## src/rtl/match_issue_arbiter.sv

```systemverilog
// Arbitrates between inserting network messages into the unexpected queue and
// issuing host receive searches, with burst limiting and a search timeout.
module match_issue_arbiter #(
   parameter int PKT_WIDTH = 128,
   parameter int FIFO_AW   = 2,
   parameter int TIMEOUT   = 1100,
   parameter int MAX_BURST = 4
) (
   input  logic                 clk,
   input  logic                 rst,
   input  logic                 net_valid,
   input  logic [PKT_WIDTH-1:0] net_message,
   output logic                 net_ready,
   input  logic                 req_valid,
   input  logic [31:0]          request,
   output logic                 req_ready,
   output logic                 insert,
   output logic                 find,
   output logic [PKT_WIDTH-1:0] message,
   output logic [31:0]          request_out,
   input  logic                 found,
   input  logic                 not_found,
   input  logic                 Q_full,
   input  logic [PKT_WIDTH-1:0] unexpected_message,
   output logic                 result_valid,
   output logic                 result_hit,
   output logic [PKT_WIDTH-1:0] result_message,
   output logic [31:0]          result_request,
   output logic                 timeout_err
);

   localparam int DEPTH = 2 ** FIFO_AW;
   localparam int PW    = FIFO_AW + 1;
   localparam int TW    = $clog2(TIMEOUT + 1);
   localparam int BW    = $clog2(MAX_BURST + 1);
   localparam logic [TW-1:0] T_LAST = TW'(TIMEOUT - 1);
   localparam logic [BW-1:0] B_MAX  = BW'(MAX_BURST);

   typedef enum logic [2:0] {
      IDLE        = 3'd0,
      INS         = 3'd1,
      SETTLE      = 3'd2,
      FIND        = 3'd3,
      WAIT_RESULT = 3'd4
   } state_t;

   state_t state, next_state;

   logic [PKT_WIDTH-1:0] net_mem [DEPTH];
   logic [31:0]          req_mem [DEPTH];
   logic [PW-1:0]        net_wp, net_rp, req_wp, req_rp;
   logic                 net_full, net_empty, req_full, req_empty;
   logic                 net_push, net_pop, req_push, req_pop;
   logic [TW-1:0]        tcnt;
   logic [BW-1:0]        burst, eff_burst;

   // Full when pointers differ only in the wrap bit.
   function automatic logic ptr_full(input logic [PW-1:0] wp, input logic [PW-1:0] rp);
      return wp == {~rp[PW-1], rp[PW-2:0]};
   endfunction

   assign net_full  = ptr_full(net_wp, net_rp);
   assign req_full  = ptr_full(req_wp, req_rp);
   assign net_empty = (net_wp == net_rp);
   assign req_empty = (req_wp == req_rp);
   assign net_ready = ~net_full;
   assign req_ready = ~req_full;
   assign net_push  = net_valid & ~net_full;
   assign req_push  = req_valid & ~req_full;

   // FIFO storage, written on accepted pushes.
   always_ff @(posedge clk) begin
      if (net_push) net_mem[net_wp[PW-2:0]] <= net_message;
      if (req_push) req_mem[req_wp[PW-2:0]] <= request;
   end

   // Next-state decision; FIFO pops happen on the edge entering INS or FIND.
   always_comb begin
      next_state = state;
      net_pop    = 1'b0;
      req_pop    = 1'b0;
      eff_burst  = req_empty ? BW'(0) : burst;
      case (state)
         IDLE: begin
            if (!net_empty && !Q_full && (eff_burst < B_MAX)) begin
               next_state = INS;
               net_pop    = 1'b1;
            end else if (!req_empty) begin
               next_state = FIND;
               req_pop    = 1'b1;
            end else begin
               next_state = IDLE;
            end
         end
         INS:    next_state = SETTLE;
         SETTLE: next_state = IDLE;
         FIND:   next_state = WAIT_RESULT;
         WAIT_RESULT: begin
            if (found || not_found || (tcnt == T_LAST)) begin
               next_state = SETTLE;
            end else begin
               next_state = WAIT_RESULT;
            end
         end
         default: next_state = IDLE;
      endcase
   end

   // State, pointers, counters and registered outputs.
   always_ff @(posedge clk or posedge rst) begin
      if (rst) begin
         state          <= IDLE;
         net_wp         <= PW'(0);
         net_rp         <= PW'(0);
         req_wp         <= PW'(0);
         req_rp         <= PW'(0);
         tcnt           <= TW'(0);
         burst          <= BW'(0);
         insert         <= 1'b0;
         find           <= 1'b0;
         message        <= {PKT_WIDTH{1'b0}};
         request_out    <= 32'd0;
         result_valid   <= 1'b0;
         result_hit     <= 1'b0;
         result_message <= {PKT_WIDTH{1'b0}};
         result_request <= 32'd0;
         timeout_err    <= 1'b0;
      end else begin
         state        <= next_state;
         insert       <= (next_state == INS);
         find         <= (next_state == FIND);
         result_valid <= 1'b0;
         if (net_push) net_wp <= net_wp + PW'(1);
         if (req_push) req_wp <= req_wp + PW'(1);
         if (net_pop) begin
            net_rp  <= net_rp + PW'(1);
            message <= net_mem[net_rp[PW-2:0]];
         end
         if (req_pop) begin
            req_rp      <= req_rp + PW'(1);
            request_out <= req_mem[req_rp[PW-2:0]];
         end
         if (req_pop || req_empty) begin
            burst <= BW'(0);
         end else if (net_pop && (burst < B_MAX)) begin
            burst <= burst + BW'(1);
         end
         if (req_pop) begin
            tcnt <= TW'(0);
         end else if (state == WAIT_RESULT) begin
            tcnt <= tcnt + TW'(1);
         end
         // Status has priority over a timeout landing in the same cycle.
         if (state == WAIT_RESULT) begin
            if (found) begin
               result_valid   <= 1'b1;
               result_hit     <= 1'b1;
               result_message <= unexpected_message;
               result_request <= request_out;
            end else if (not_found || (tcnt == T_LAST)) begin
               result_valid   <= 1'b1;
               result_hit     <= 1'b0;
               result_message <= {PKT_WIDTH{1'b0}};
               result_request <= request_out;
               if (!not_found) timeout_err <= 1'b1;
            end
         end
      end
   end

endmodule

```

## config.mk

```make
export PLATFORM = sky130hd
export DESIGN_NAME = match_issue_arbiter
export DESIGN_NICKNAME = d
export VERILOG_FILES = /design/src/rtl/match_issue_arbiter.sv
export SDC_FILE = /design/constraint.sdc
export NUM_CORES = 1
export LEC_CHECK = 0
export BUFFER_PORTS_ARGS = -buffer_cell sky130_fd_sc_hd__clkbuf_2
export CAP_MARGIN = 20
export CORE_MARGIN = 4
export CORE_UTILIZATION = 50
export DETAILED_ROUTE_END_ITERATION = 10
export PLACE_DENSITY = 0.79
export SYNTH_ARGS = -nofsm -noshare
export SYNTH_HDL_FRONTEND = slang
export SYNTH_SLANG_ARGS = --single-unit
```

## constraint.sdc

```tcl
create_clock -name clk -period 22.2 [get_ports clk]
set_input_delay 1.11 -clock clk [delete_from_list [all_inputs] [get_ports clk]]
set_output_delay 1.11 -clock clk [all_outputs]
set_load 0.02 [all_outputs]
```

==> run_results.csv, run 1 <==
group,metric,value,unit
clock_network,htreeDepth,3,
clock_network,cts_root_buf,"clkbuf_16",
setup_path,endpoint_kind,"register",
routing,drc,0,
floorplan,num_rows,99,
grt,grt_pass1_vias,21272,
floorplan,boundaryPins,622,
finish,post-route-util,0.608,
synth,synth_cell_types,38,
timing,fin_crit,4.21,ns
power,power_density,150,mW/mm^2
finish,instances_no_fill,3669,
clock_network,ctsHoldBuffers,0,
place,dp_slack,17.95,ns
power,total_power,6.67,mW
clock_network,post-cts-setup-buffers,0,
place,port_buffers,621,
place,dp_cells,3464,
timing,max_freq,0.237,GHz
floorplan,die_h,280,um
power,leakagePower,17.5,nW
routing,vias,20513,
timing,tns,0,ns
grt,antenna_found_initial,18,
synth,ys_ff_latch,994,
timing,relSlewSlack,0.181,
finish,fin_area,0.0445,sq mm
floorplan,core-area,0.0732,sq mm
synth,ys_seq_area_frac,0.758,
timing,period_share,0.190,
setup_path,cp_data_required_time,22.45,ns
floorplan,die_w,280,um
timing,finalSetupViolations,0,
place,placed_area,0.0411,sq mm
grt,grt.overflow.total,0,
routing,drt-pass1-iter-count,7,
timing,whs,0.491,ns
routing,wl_per_cell,24.9,um
power,p_sw_frac,0.341,
timing,drv_slew,0,
synth,syn_nets,2268,
timing,grt_setup_unrepaired,"no",
grt,grt_pass1_wl,137000,um
setup_path,worstSetupStartpointType,"register",
finish,drive_above_1_share,0.389,
routing,ant_nets,0,
power,p_comb_frac,0.313,
routing,drtIter0Drc,1744,
clock_network,cts.sinks,994,
finish,synthToLayoutAreaGrowth,20.2,%
power,clockPowerShare,0.252,
place,dp_hpwl,59200,um
clock_network,clk_path_buf_depth,3,
synth,synth_area,0.0370,sq mm
grt,grt.total_usage,0.232,
power,p_int,4.40,mW
timing,max_slew.worst_pin.slew,1.23,ns
timing,fin_skew,0.0303,ns
routing,wl,91500,um
clock_network,cts_buffers,99,
setup_path,cp_data_arrival_time,4.46,ns
clock_network,cts_resized,0,
clock_network,clk_pin_slew_worst_paths,0.06,ns
power,p_sw,2.27,mW
power,peakVddDrop,0.115,mV
setup_path,cp_max_fo,69,
floorplan,initial_core_util,0.506,
synth,ys_warn_count,0,
clock_network,worstSkewPairLatency,0.64,ns
finish,fin_nets,2916,
floorplan,die_area,0.0785,sq mm
grt,grt_max_degree,156,
synth,netlist_instances,1961,
synth,avgSynthCellArea,18.9,sq um
run_status,outcome,"completed",
routing,routed_via_density,5.59,
flow_run,drv_cap,0,
timing,worst_slack,17.99,ns
worst_hold_path,hold_path_class,"reg -> reg",
clock_network,cts_tree,"yes",
power,power_frac_seq,0.435,
place,gp_congestion,0.888,
timing,hold_viol_final,0,
setup_path,criticalPathCategory,"reg -> reg",
==> final timing paths <==
| kind | start | endpoint | slack (ns) | cells past startpoint |
|---|---|---|---|---|
| worst max-delay path | net_rp[0]$_DFFE_PP0N_ | net_mem[2][105]$_DFFE_PP_ | 17.99 | 5 |
| worst min-delay path | message[16]$_DFFE_PP0N_ | message[16]$_DFFE_PP0N_ | 0.49 | 1 |
| worst max register to register | net_rp[0]$_DFFE_PP0N_ | net_mem[2][105]$_DFFE_PP_ | 17.99 | 5 |
| worst min register to register | message[16]$_DFFE_PP0N_ | message[16]$_DFFE_PP0N_ | 0.49 | 1 |
| max in group asynchronous | rst | result_message[108]$_DFFE_PP0P_ | 19.81 | 3 |
| min in group asynchronous | rst | result_request[1]$_DFFE_PP0P_ | 0.69 | 2 |
==> registers in the layout, summed over array words and instances (netlist names) <==
name and flops:
burst 3, find 1, insert 1, message 128
net_mem 512, net_rp 3, net_wp 3, req_mem 128
req_rp 3, req_wp 3, request_out 32, result_hit 1
result_message 128, result_request 32, result_valid 1, state 3
tcnt 11, timeout_err 1
==> per-layer routing <==
metal | global-route usage | part of all wire | vias to the layer above | wire, um
met5 | 0 | 0.00082 | - | 75
met4 | 0.0880 | 0.038 | 12 | 3490
met3 | 0.0490 | 0.066 | 201 | 6040
met2 | 0.374 | 0.50 | 741 | 45400
met1 | 0.316 | 0.40 | 10792 | 36500
li1 | - | - | 8767 | -
==> synthesized netlist by cell type, drive strengths merged <==
cell     count  area [sq um]
mux2i        1          10.0
a311oi       1          15.0
xnor2       16           140
mux2       195          2200
nand4        8          50.1
o2111ai      1          8.76
and2         8          50.1
nand3      131           656
nand2       11          41.3
a21oi        4          20.0
mux4       160          3600
nor3b        1          7.51
buf         55           350
and3b        1          8.76
nor2b        1          6.26
a32o         1          10.0
clkbuf      49           184
ha          12           150
a31oi        3          25.0
nor3         7          35.0
a21boi       1          11.3
edfxtp     640         19200
o21bai       1          7.51
xor2         9          78.8
a211o        1          8.76
o211ai       1          12.5
nor4b        2          17.5
or3          1          6.26
inv        139           522
nand4bb      1          11.3
nor2        15          56.3
dfrtp      354          8860
o21ai      130           651
==> power groups by stage <==
stage | logic [mW] | clock network (mW) | registers (mW)
5_1_grt | 2.23 | 1.80 | 2.96
3_5_place_dp | 2.10 | 0 | 2.94
6_report | 2.09 | 1.68 | 2.90
4_1_cts | 2.12 | 1.72 | 2.91
3_3_place_gp | 2.05 | 0 | 2.90
2_1_floorplan | 1.06 | 0 | 3.21
==> layout make-up <==
class,instances,area [sq um]
fill,5204,28700
antenna,16,40.0
tap,959,1200
sequential,994,28100
timing repair buffer,651,3410
inverter,139,529
clock inverter,55,597
multi-input combinational,724,7930
clock buffer,131,2730
==> critical path, stage by stage (launching register included) <==
cell and delay [ns]:
dfrtp_4 0.93, xnor2_1 0.28, a31oi_1 0.55, and2_4 0.24, buf_4 0.81, buf_4 0.86
==> kinds of logic (layout without fill, tap and decap cells) <==
family | Yosys count | in the layout | share of synthesized area
other | 0 | 16 | 0
AO/OA/AOI/OAI | 144 | 144 | 0.0208
AND/OR/NAND/NOR | 187 | 187 | 0.0255
buffers and inverters | 243 | 976 | 0.0285
XOR/XNOR | 25 | 25 | 0.00591
flip-flops | 994 | 994 | 0.758
multiplexers | 356 | 356 | 0.157
adder cells (fa/ha/maj) | 12 | 12 | 0.00405
==> cells in the final DEF, fill, tap and decap left out, types with 8 or more instances in the layout <==
cell	count
inv_1	138
mux2_1	127
clkbuf_16	100
diode_2	16
nor2_1	15
xor2_1	9
bufinv_16	9
nand3_1	131
clkinv_2	19
o21ai_0	130
nand2_1	11
clkinv_1	10
clkbuf_1	20
clkbuf_8	11
mux2_2	68
buf_4	27
dfrtp_1	351
edfxtp_1	640
clkbuf_2	620
mux4_2	160
ha_1	12
xnor2_1	16
nand4_1	8
(Power assumes the default switching activity.)
==> inputs of run 2 (changes only) <==
==> constraint.sdc (replaced) <==
create_clock -name clk -period 4.1 [get_ports clk]
set_input_delay 0.205 -clock clk [delete_from_list [all_inputs] [get_ports clk]]
set_output_delay 0.205 -clock clk [all_outputs]
set_load 0.02 [all_outputs]
==> run_results.csv, run 2 (synthesized netlist as in run 1, its figures left out) <==
group,metric,value,unit
clock_network,cts.sinks,994,
setup_path,cp_max_fo,67,
place,gp_congestion,0.861,
timing,relSlewSlack,0.289,
setup_path,cp_cell_sequence,"buf_4, buf_4, mux4_2, mux2_1",
setup_path,worstSetupStartpointType,"register",
timing,worst_slack,1.04,ns
clock_network,clk_path_buf_depth,3,
clock_network,post-cts-setup-buffers,0,
finish,synthToLayoutAreaGrowth,29.3,%
place,placed_area,0.0413,sq mm
finish,fin_nets,3239,
timing,max_freq,0.327,GHz
timing,grt_setup_unrepaired,"no",
timing,drv_slew,0,
setup_path,criticalPathCategory,"reg -> reg",
finish,fin_area,0.0479,sq mm
floorplan,initial_core_util,0.506,
timing,fin_crit,3.06,ns
grt,grt.total_usage,0.240,
power,p_sw,12.6,mW
power,p_sw_frac,0.343,
floorplan,core-area,0.0732,sq mm
power,peakVddDrop,0.547,mV
timing,whs,0.0640,ns
place,dp_cells,3476,
power,total_power,36.7,mW
timing,max_slew.worst_pin.slew,1.07,ns
routing,wl_per_cell,23.7,um
worst_hold_path,hold_path_class,"in -> reg",
grt,grt_max_degree,161,
power,power_density,767,mW/mm^2
routing,vias,22200,
place,dp_hpwl,55700,um
clock_network,clk_pin_slew_worst_paths,0.06,ns
place,port_buffers,621,
finish,drive_above_1_share,0.349,
routing,drtIter0Drc,1849,
routing,wl,94500,um
setup_path,critical_path.max_stage_delay,0.92,ns
clock_network,worstSkewPairLatency,0.66,ns
routing,drc,0,
finish,final_cell_mix,"640 x edfxtp_1, 620 x clkbuf_2, 351 x dfrtp_1",
clock_network,cts_tree,"yes",
timing,fin_skew,0.0489,ns
timing,hold_viol_final,0,
clock_network,htreeDepth,3,
power,p_comb_frac,0.324,
timing,period_share,0.745,
routing,ant_nets,0,
grt,grt.overflow.total,0,
finish,instances_no_fill,3995,
finish,largest_register_ffs,512,
routing,drt-pass1-iter-count,5,
floorplan,die_area,0.0785,sq mm
setup_path,cp_data_required_time,4.62,ns
finish,post-route-util,0.654,
power,leakagePower,18.8,nW
power,p_int,24.1,mW
place,dp_slack,1.07,ns
setup_path,cp_data_arrival_time,3.58,ns
grt,antenna_found_initial,18,
run_status,outcome,"completed",
floorplan,boundaryPins,622,
floorplan,die_h,280,um
setup_path,endpoint_kind,"register",
finish,final_common_cell,"edfxtp_1",
finish,fillers,4648,
flow_run,drv_cap,0,
clock_network,cts_root_buf,"clkbuf_16",
timing,finalSetupViolations,0,
clock_network,cts_buffers,100,
routing,routed_via_density,5.56,
grt,grt_pass1_vias,23898,
floorplan,die_w,280,um
setup_path,path_common_cell,"buf_4",
timing,tns,0,ns
power,clockPowerShare,0.250,
power,power_frac_seq,0.426,
grt,grt_pass1_wl,144000,um
setup_path,critPathSlowestCell,"buf_4",
floorplan,num_rows,99,
==> run 2: cell count changes in the layout (fill, tap and decap cells not counted), sizes merged <==
cell	delta
buf	+10
clkbuf	+7
clkinv	-3
clkinvlp	+2
diode	+1
dlygate4sd3	+312
inv	-3
==> run 2: worst paths after layout <==
path                                  startpoint                              end  cells after the start  slack, ns
max                        net_rp[1]$_DFFE_PP0N_          message[21]$_DFFE_PP0N_                      4       1.04
min                                        found  result_message[122]$_DFFE_PP0P_                      3       0.06
max reg2reg                net_rp[1]$_DFFE_PP0N_          message[21]$_DFFE_PP0N_                      4       1.04
min reg2reg                req_wp[2]$_DFFE_PP0P_            req_wp[2]$_DFFE_PP0P_                      1       0.49
max in group asynchronous                    rst   result_request[21]$_DFFE_PP0P_                      4       2.63
min in group asynchronous                    rst  result_message[126]$_DFFE_PP0P_                      3       0.25
==> run 2: per-layer routing <==
metal,track usage,share of wire,vias to the layer above
met5,0,0.00026,-
met3,0.0526,0.068,305
met1,0.295,0.37,11452
li1,-,-,9415
met2,0.409,0.51,1024
met4,0.113,0.051,4
==> run 2: what timing repair did <==
| action | 4_1_cts | 5_1_grt |
|---|---|---|
| setup endpoints to repair | 0 | 0 |
| endpoints found under the hold margin | 801 | 0 |
| hold buffers | 312 | 0 |
| gates resized for setup | 0 | 0 |
==> run 2: power by group through the flow <==
| stage | clock [mW] | combinational (mW) | sequential, mW |
|---|---|---|---|
| after floorplan | 0 | 5.76 | 17.3 |
| after global placement | 0 | 11.3 | 15.5 |
| after detailed placement | 0 | 11.6 | 15.7 |
| after CTS | 9.34 | 11.9 | 15.6 |
| after global routing | 9.83 | 12.7 | 15.9 |
| final | 9.19 | 11.9 | 15.6 |
==> run 2: layout make-up <==
cell class | instances | area (sq um) | share of cell area
clock inverter | 51 | 647 | 0.0135
tap | 959 | 1200 | 0.0251
antenna | 17 | 42.5 | 0.000889
timing repair buffer | 973 | 6700 | 0.140
multi-input combinational | 724 | 7930 | 0.166
inverter | 139 | 526 | 0.0110
clock buffer | 138 | 2740 | 0.0571
sequential | 994 | 28100 | 0.587
==> run 2: worst max-delay path, delay by kind of cell (launching register included) <==
kind	cells	cell delay, ns
muxes	2	0.75
buffers and inverters	2	1.62
DFF	1	0.41
